$ cat src/rtl/aha_sram_ctrl_pkg.sv
// Shared types and helpers for the AHB-Lite to single-port SRAM controller.
package aha_sram_ctrl_pkg;

  typedef enum logic [2:0] {
    ST_IDLE,
    ST_WR_DATA,
    ST_RD_DATA,
    ST_RD_DEFER,
    ST_ERR1,
    ST_ERR2
  } state_e;

  localparam logic [1:0] HTRANS_IDLE   = 2'b00;
  localparam logic [1:0] HTRANS_BUSY   = 2'b01;
  localparam logic [1:0] HTRANS_NONSEQ = 2'b10;
  localparam logic [1:0] HTRANS_SEQ    = 2'b11;

  localparam logic HRESP_OKAY  = 1'b0;
  localparam logic HRESP_ERROR = 1'b1;

  // Lanes covered by a 2^hsize access, start aligned down to the access size.
  function automatic logic [7:0] byte_strb(input logic [2:0] hsize, input logic [2:0] addr);
    logic [7:0] s;
    case (hsize)
      3'd0:    s = 8'h01 << addr;
      3'd1:    s = 8'h03 << {addr[2:1], 1'b0};
      3'd2:    s = 8'h0F << {addr[2], 2'b00};
      3'd3:    s = 8'hFF;
      default: s = 8'h00;
    endcase
    return s;
  endfunction

endpackage

$ cat src/rtl/aha_ahb_sram_ctrl.sv
// AHB-Lite subordinate for one single-port SRAM macro; zero-wait accesses with a
// single wait state when a read address phase collides with a write data phase.
module aha_ahb_sram_ctrl
  import aha_sram_ctrl_pkg::*;
#(
  parameter int ADDR_WIDTH = 12,
  parameter int DATA_WIDTH = 64
) (
  input  logic                    CLK,
  input  logic                    RESET,
  input  logic                    HSEL,
  input  logic [31:0]             HADDR,
  input  logic [1:0]              HTRANS,
  input  logic                    HWRITE,
  input  logic [2:0]              HSIZE,
  input  logic [DATA_WIDTH-1:0]   HWDATA,
  input  logic                    HREADY,
  output logic                    HREADYOUT,
  output logic                    HRESP,
  output logic [DATA_WIDTH-1:0]   HRDATA,
  output logic                    SRAM_CEn,
  output logic [DATA_WIDTH/8-1:0] SRAM_WEn,
  output logic [ADDR_WIDTH-1:0]   SRAM_A,
  output logic [DATA_WIDTH-1:0]   SRAM_D,
  input  logic [DATA_WIDTH-1:0]   SRAM_Q
);

  localparam int LANES = DATA_WIDTH / 8;

  state_e                  state_q, state_d;
  logic                    hreadyout_q, hreadyout_d;
  logic                    hresp_q, hresp_d;
  logic [ADDR_WIDTH-1:0]   waddr_q, waddr_d;
  logic [ADDR_WIDTH-1:0]   raddr_q, raddr_d;
  logic [LANES-1:0]        strb_q, strb_d;

  logic                    accept;
  logic                    size_err;
  logic                    port_free;
  logic                    rd_now;
  logic [ADDR_WIDTH-1:0]   haddr_word;
  logic                    unused_ok;

  assign accept     = HSEL & HTRANS[1] & HREADY;
  assign size_err   = HSIZE[2];
  assign haddr_word = HADDR[ADDR_WIDTH+2:3];
  assign unused_ok  = ^{HADDR[31:ADDR_WIDTH+3], HTRANS[0]};

  // The port is ours for an address-phase read only when no write data phase is active.
  assign port_free = (state_q == ST_IDLE) || (state_q == ST_RD_DATA) || (state_q == ST_ERR2);
  assign rd_now    = accept & ~HWRITE & ~size_err & port_free;

  always_comb begin
    state_d     = state_q;
    hreadyout_d = 1'b1;
    hresp_d     = HRESP_OKAY;
    waddr_d     = waddr_q;
    raddr_d     = raddr_q;
    strb_d      = strb_q;
    case (state_q)
      ST_RD_DEFER: state_d = ST_RD_DATA;
      ST_ERR1:     state_d = ST_ERR2;
      default: begin
        if (accept) begin
          if (size_err) begin
            state_d = ST_ERR1;
          end else if (HWRITE) begin
            state_d = ST_WR_DATA;
            waddr_d = haddr_word;
            strb_d  = byte_strb(HSIZE, HADDR[2:0]);
          end else if (state_q == ST_WR_DATA) begin
            state_d = ST_RD_DEFER;
            raddr_d = haddr_word;
          end else begin
            state_d = ST_RD_DATA;
          end
        end else begin
          state_d = ST_IDLE;
        end
      end
    endcase
    case (state_d)
      ST_RD_DEFER: hreadyout_d = 1'b0;
      ST_ERR1: begin
        hreadyout_d = 1'b0;
        hresp_d     = HRESP_ERROR;
      end
      ST_ERR2:     hresp_d = HRESP_ERROR;
      default:     hreadyout_d = 1'b1;
    endcase
  end

  always_ff @(posedge CLK or posedge RESET) begin
    if (RESET) begin
      state_q     <= ST_IDLE;
      hreadyout_q <= 1'b1;
      hresp_q     <= HRESP_OKAY;
    end else begin
      state_q     <= state_d;
      hreadyout_q <= hreadyout_d;
      hresp_q     <= hresp_d;
    end
  end

  always_ff @(posedge CLK) begin
    waddr_q <= waddr_d;
    raddr_q <= raddr_d;
    strb_q  <= strb_d;
  end

  // SRAM port mux; held quiet while reset is asserted so an in-flight write is dropped.
  always_comb begin
    SRAM_CEn = 1'b1;
    SRAM_WEn = '1;
    SRAM_A   = '0;
    if (!RESET) begin
      case (state_q)
        ST_WR_DATA: begin
          SRAM_CEn = 1'b0;
          SRAM_WEn = ~strb_q;
          SRAM_A   = waddr_q;
        end
        ST_RD_DEFER: begin
          SRAM_CEn = 1'b0;
          SRAM_A   = raddr_q;
        end
        default: begin
          if (rd_now) begin
            SRAM_CEn = 1'b0;
            SRAM_A   = haddr_word;
          end
        end
      endcase
    end
  end

  assign HREADYOUT = hreadyout_q;
  assign HRESP     = hresp_q;
  assign HRDATA    = SRAM_Q;
  assign SRAM_D    = HWDATA;

endmodule

$ cat config.mk
export PLATFORM = sky130hd
export DESIGN_NAME = aha_ahb_sram_ctrl
export DESIGN_NICKNAME = d
export VERILOG_FILES = /design/src/rtl/aha_sram_ctrl_pkg.sv /design/src/rtl/aha_ahb_sram_ctrl.sv
export SDC_FILE = /design/constraint.sdc
export NUM_CORES = 1
export LEC_CHECK = 0
export CORE_AREA = 10 10 117 119
export DETAILED_ROUTE_END_ITERATION = 8
export DIE_AREA = 0 0 127 129
export PLACE_DENSITY_LB_ADDON = 0.25
export SYNTH_ARGS = -nofsm -noshare
export SYNTH_HDL_FRONTEND = slang
export SYNTH_SLANG_ARGS = --single-unit
$ cat constraint.sdc
create_clock -name CLK -period 3.2 [get_ports CLK]
set_clock_uncertainty 0.1 [all_clocks]
set_input_delay 0.32 -clock CLK [delete_from_list [all_inputs] [get_ports CLK]]
set_output_delay 0.32 -clock CLK [all_outputs]
set_load 0.01 [all_outputs]
# Yosys cells after proc, flatten, opt, wreduce, memory -nomap -nowiden

Cells that the tools add are included.

Bits in latches: 0
Bits in registers: 37
RAM bits: 0
Bits in read-only memories: 0
Output and inout port bits: 151
Input port bits: 170
Memories: 0
Logic and storage cells: 55

Div/mod/pow operators: 0
Multiplexer cells: 16
Equality and inequality tests: 11
Bitwise operators: 9
$lt $le $gt $ge: 0
Reductions and logical operators: 10
Add/subtract/negate cells: 0
Shift-type cells: 3
Multipliers: 0

Operators by type and width:

| cell                | count |
|---|---|
| $pmux 8 s4          | 1 |
| $mux 12             | 2 |
| $pmux 12 s2         | 1 |
| $mux 8              | 2 |
| $eq 3x2->1 const B  | 5 |
| $eq 3x3->1 const B  | 4 |
| $not 8->8           | 1 |
| $reduce_or 2->1     | 4 |
| $shl 1x3->8 const A | 1 |
| $shl 2x3->8 const A | 1 |
| $shl 4x3->8 const A | 1 |
| $eq 3x1->1 const B  | 2 |
| $logic_not 3->1     | 2 |
| $mux 1              | 6 |
| $mux 3              | 2 |
| $pmux 3 s2          | 1 |
| $and 1x1->1         | 5 |
| $reduce_and 5->1    | 1 |
| $reduce_and 4->1    | 1 |
| $not 1->1           | 3 |
| $logic_or 1x1->1    | 2 |
| $mux 2              | 1 |

# Logic depth before layout (Yosys ltp)

Depth after elaboration: 9
Gate-level depth with buffers: 6
Gate-level depth less buffers: 3

# Least setup slack after synthesis

Ideal clock, no wire load.

Kind: input -> register
Start point: input port HSIZE[2]
End point: register raddr_q[0], enable pin
Library setup time: 0.396 ns
Path buffers: 1
Stages: 4
Arrival: 1.735 ns
Path slack: 0.968 ns
Required time: 2.704 ns
Cells stage by stage: buf_6 -> and4b_2 -> nand2_1 -> nor3_1

Cells in the longest elaborated chain, start to end: 2

RTL lines:

| element                    | RTL line                 | text |
|---|---|---|
| start, declared            | aha_ahb_sram_ctrl.sv:15  | `input logic [2:0] HSIZE,` |
| $not 1->1 (no line)        | --                       |  |
| $reduce_and 5->1 (no line) | --                       |  |
| end signal, assigned       | aha_ahb_sram_ctrl.sv:107 | `raddr_q <= raddr_d;` |
| end, declared              | aha_ahb_sram_ctrl.sv:34  | `logic [ADDR_WIDTH-1:0] raddr_q, raddr_d;` |

No other way between the ends.
A chain may end at the register's enable or synchronous reset.

# Final worst setup path

Start point: register state_q[0]
End point: output port SRAM_A[1]

Cells in the longest elaborated chain, start to end: 7
Elaborated cells between the ends (all ways): 11

RTL lines:

| element                                              | RTL line                 | text |
|---|---|---|
| start, declared                                      | aha_ahb_sram_ctrl.sv:30  | `state_e state_q, state_d;` |
| start signal, assigned                               | aha_ahb_sram_ctrl.sv:99  | `state_q <= state_d;` |
| $eq 3x2->1 / $logic_not 3->1 (equally long branches) | aha_ahb_sram_ctrl.sv:50  | `assign port_free = (state_q == ST_IDLE) \|\| (state_q == ST_RD_DATA) \|\| (state_q == ST_ERR2);` |
| $logic_or 1x1->1 (2 in a row)                        | aha_ahb_sram_ctrl.sv:50  |  |
| $and 1x1->1                                          | aha_ahb_sram_ctrl.sv:51  | `assign rd_now = accept & ~HWRITE & ~size_err & port_free;` |
| $mux 12                                              | aha_ahb_sram_ctrl.sv:128 | `if (rd_now) begin` |
| $pmux 12 s2 *                                        | aha_ahb_sram_ctrl.sv:117 | `case (state_q)` |
| $mux 12 *                                            | aha_ahb_sram_ctrl.sv:116 | `if (!RESET) begin` |
| end, declared                                        | aha_ahb_sram_ctrl.sv:23  | `output logic [ADDR_WIDTH-1:0] SRAM_A,` |

Every way passes the cells marked *; elsewhere a longest branch is shown, timed or not.

==> impl_metrics.tcl <==
set metrics [dict create \
    synth.distinct_cells 34 \
    cts_setup_buffers 0 \
    synth_warnings 0 \
    crit_required_ns 2.78 \
    finalCritPeriodShare_pct 81.7 \
    r2r_slack_ns 0.98 \
    die_x_um 127 \
    min_path_type "in2async" \
    reg2reg_from "state_q[1]" \
    cts_tree "built" \
    grt_max_degree 15 \
    drive_above_1_share_pct 16.8 \
    start_util_pct 24.8 \
    synth-seq-cells 37 \
    power.leakage_uw 0.000908 \
    area_delta_synth_final_pct -5.13 \
    wl_um 6440 \
    final_cell_mix "clkdlybuf4s50_1, edfxtp_1, a21oi_1" \
    core_sq_mm 0.0113 \
    start_kind "flip-flop" \
    syn_area_sq_mm 0.00281 \
    powerDensity_mw_per_mm2 623 \
    top_level_ports 321 \
    place_congestion 0.745 \
    grtUsageTotal_pct 7.43 \
    final_cells 339 \
    nets 365 \
    cts_sinks 37 \
    hold_violations 0 \
    dp_cells 331 \
    hpwl_um 4920 \
    syn_avg_cell_area_sq_um 10.4 \
    drv_cap 0 \
    cts_root_buffer "clkbuf_16" \
    fin_crit_ns 2.61 \
    cts_made_buffers 5 \
    status "finished clean" \
    fp.dieArea_sq_mm 0.0164 \
    syn_inst 271 \
    yosysSeqAreaShare_pct 38.7 \
    clk_latency_ns 0.28 \
    drt_iter0_drc 65 \
    vias_per_cell 4.37 \
    crit_path_end_kind "output pin" \
    crit_fanout 13 \
    rows 39 \
    worstMarginPinSlew_ns 0.540 \
    r2r_end "strb_q[1]" \
    critPathKind "reg2out" \
    grt_first_pass_wirelength_um 9430 \
    ant_nets 0 \
    peakVddDrop_mv 0.215 \
    nFillCells 1233 \
    rsz0062_at_grt "false" \
    arrival_ns 2.19 \
    grt_overflow 0 \
    final_common_cell "clkdlybuf4s50_1" \
    syn_nets 441 \
    slew_headroom_pct 63.8 \
    cts_hold_buffers 0 \
    wl_per_cell_um 19.0 \
    clk_pin_slew_ns 0.06 \
    setup_violations 0 \
    slew_viol_final 0 \
    antenna_cells 0 \
    drcViolationCount 0 \
    die_y_um 129 \
    setup_tns_ns 0 \
    grt_antenna_before_repair 0 \
    first_pass_iters 4 \
    post_cts_resized 0 \
    r2r.worst_path.cells 5 \
    grt_pass1_vias 1570 \
    vias 1483 \
    cts_max_level 2 \
    ctsLongestPathBuffers 2 \
    portBuffers 46 \
    max_freq_mhz 383 \
]
report_power, final:
| group | internal (uW) | switching, uW |
|---|---|---|
| logic | 233 | 197 |
| clock network | 445 | 184 |
| registers | 553 | 46.6 |
stage by stage:
| step | setup slack, ns | hold slack (ns) | power, uW | utilization (%) | instance area (sq um) |
|---|---|---|---|---|---|
| after floorplan | 0.968 | 0.00593 | 1050 | - | 2810 |
| final | 0.587 | 0.426 | 1660 | 23.5 | 2660 |
| after global placement | 0.571 | 0.540 | 1050 | 21.8 | 2470 |
| after detailed placement | 0.557 | 0.540 | 1060 | 21.8 | 2470 |
| after CTS | 0.495 | 0.431 | 1700 | 23.5 | 2660 |
| after global routing | 0.389 | 0.479 | 1750 | 23.5 | 2660 |
worst max-delay path, cell delays in order, from the launching register on:
cell and delay [ns]:
dfrtp_1 0.56, nor2b_4 0.22, nand2_1 0.31, a21oi_1 0.26, clkdlybuf4s50_1 0.56
cells by family (layout without fill, tap and decap cells):
kind of cell / Yosys count / in the layout / share of synthesized area (%)
simple gates: 36 / 36 / 7.49
mux: 24 / 24 / 9.10
compound gates: 34 / 34 / 7.27
flops: 37 / 37 / 38.7
buf+inv: 140 / 65 / 37.4
flip-flops by register name, indices dropped and copies added (netlist names):
name	count
raddr_q	12
waddr_q	12
HRESP	1
state_q	3
strb_q	8
HREADYOUT	1
worst max-delay path by stage:
stage	startpoint	to	slack [ns]	depth (start not counted)
CTS	state_q[0]	SRAM_A[3]	0.50	4
global placement	RESET	SRAM_CEn	0.57	5
global route	state_q[0]	SRAM_A[9]	0.39	4
detailed placement	RESET	SRAM_CEn	0.56	5
floorplan	HSIZE[2]	raddr_q[0]	0.97	4
finish	state_q[0]	SRAM_A[1]	0.59	4
final cells by class:
| cell class | count | area, sq um | area share, % |
|---|---|---|---|
| Inverter | 3 | 11.3 | 0.423 |
| Clock inverter | 3 | 65.1 | 2.44 |
| Sequential cell | 37 | 1090 | 40.8 |
| Multi-Input combinational cell | 94 | 674 | 25.3 |
| Tap cell | 143 | 179 | 6.72 |
| Clock buffer | 5 | 125 | 4.70 |
| Timing Repair Buffer | 54 | 520 | 19.5 |
synthesized netlist by cell type:
cell type / n / area (sq um)
a2111o_1: 1 / 11.3
a21o_1: 3 / 22.5
a21oi_1: 20 / 100
a22o_1: 1 / 8.76
a22oi_1: 1 / 7.51
and2_1: 1 / 6.26
and3_1: 1 / 6.26
and3b_1: 1 / 8.76
and4b_2: 1 / 11.3
buf_2: 2 / 10.0
buf_4: 131 / 983
buf_6: 4 / 45.0
dfrtp_1: 4 / 100
dfstp_2: 1 / 26.3
edfxtp_1: 32 / 961
inv_1: 3 / 11.3
mux2_1: 2 / 22.5
mux2_2: 10 / 113
mux2i_1: 12 / 120
nand2_1: 10 / 37.5
nand2b_1: 2 / 12.5
nand3_1: 1 / 5.00
nand4_1: 1 / 6.26
nor2_1: 8 / 30.0
nor2b_1: 2 / 12.5
nor2b_4: 1 / 13.8
nor3_1: 4 / 20.0
nor3_2: 1 / 10.0
nor4b_4: 1 / 23.8
o21ai_1: 2 / 10.0
o21ai_2: 1 / 8.76
o21bai_1: 3 / 22.5
o22ai_1: 2 / 12.5
or2_1: 1 / 6.26
metal layers:
layer	up-vias	GRT usage (%)	wire length (um)
met3	48	3.98	785
met2	116	11.9	2910
met5	-	0	0
met1	683	7.00	2360
met4	0	6.16	378
li1	636	-	-
(Power assumes the default switching activity.)
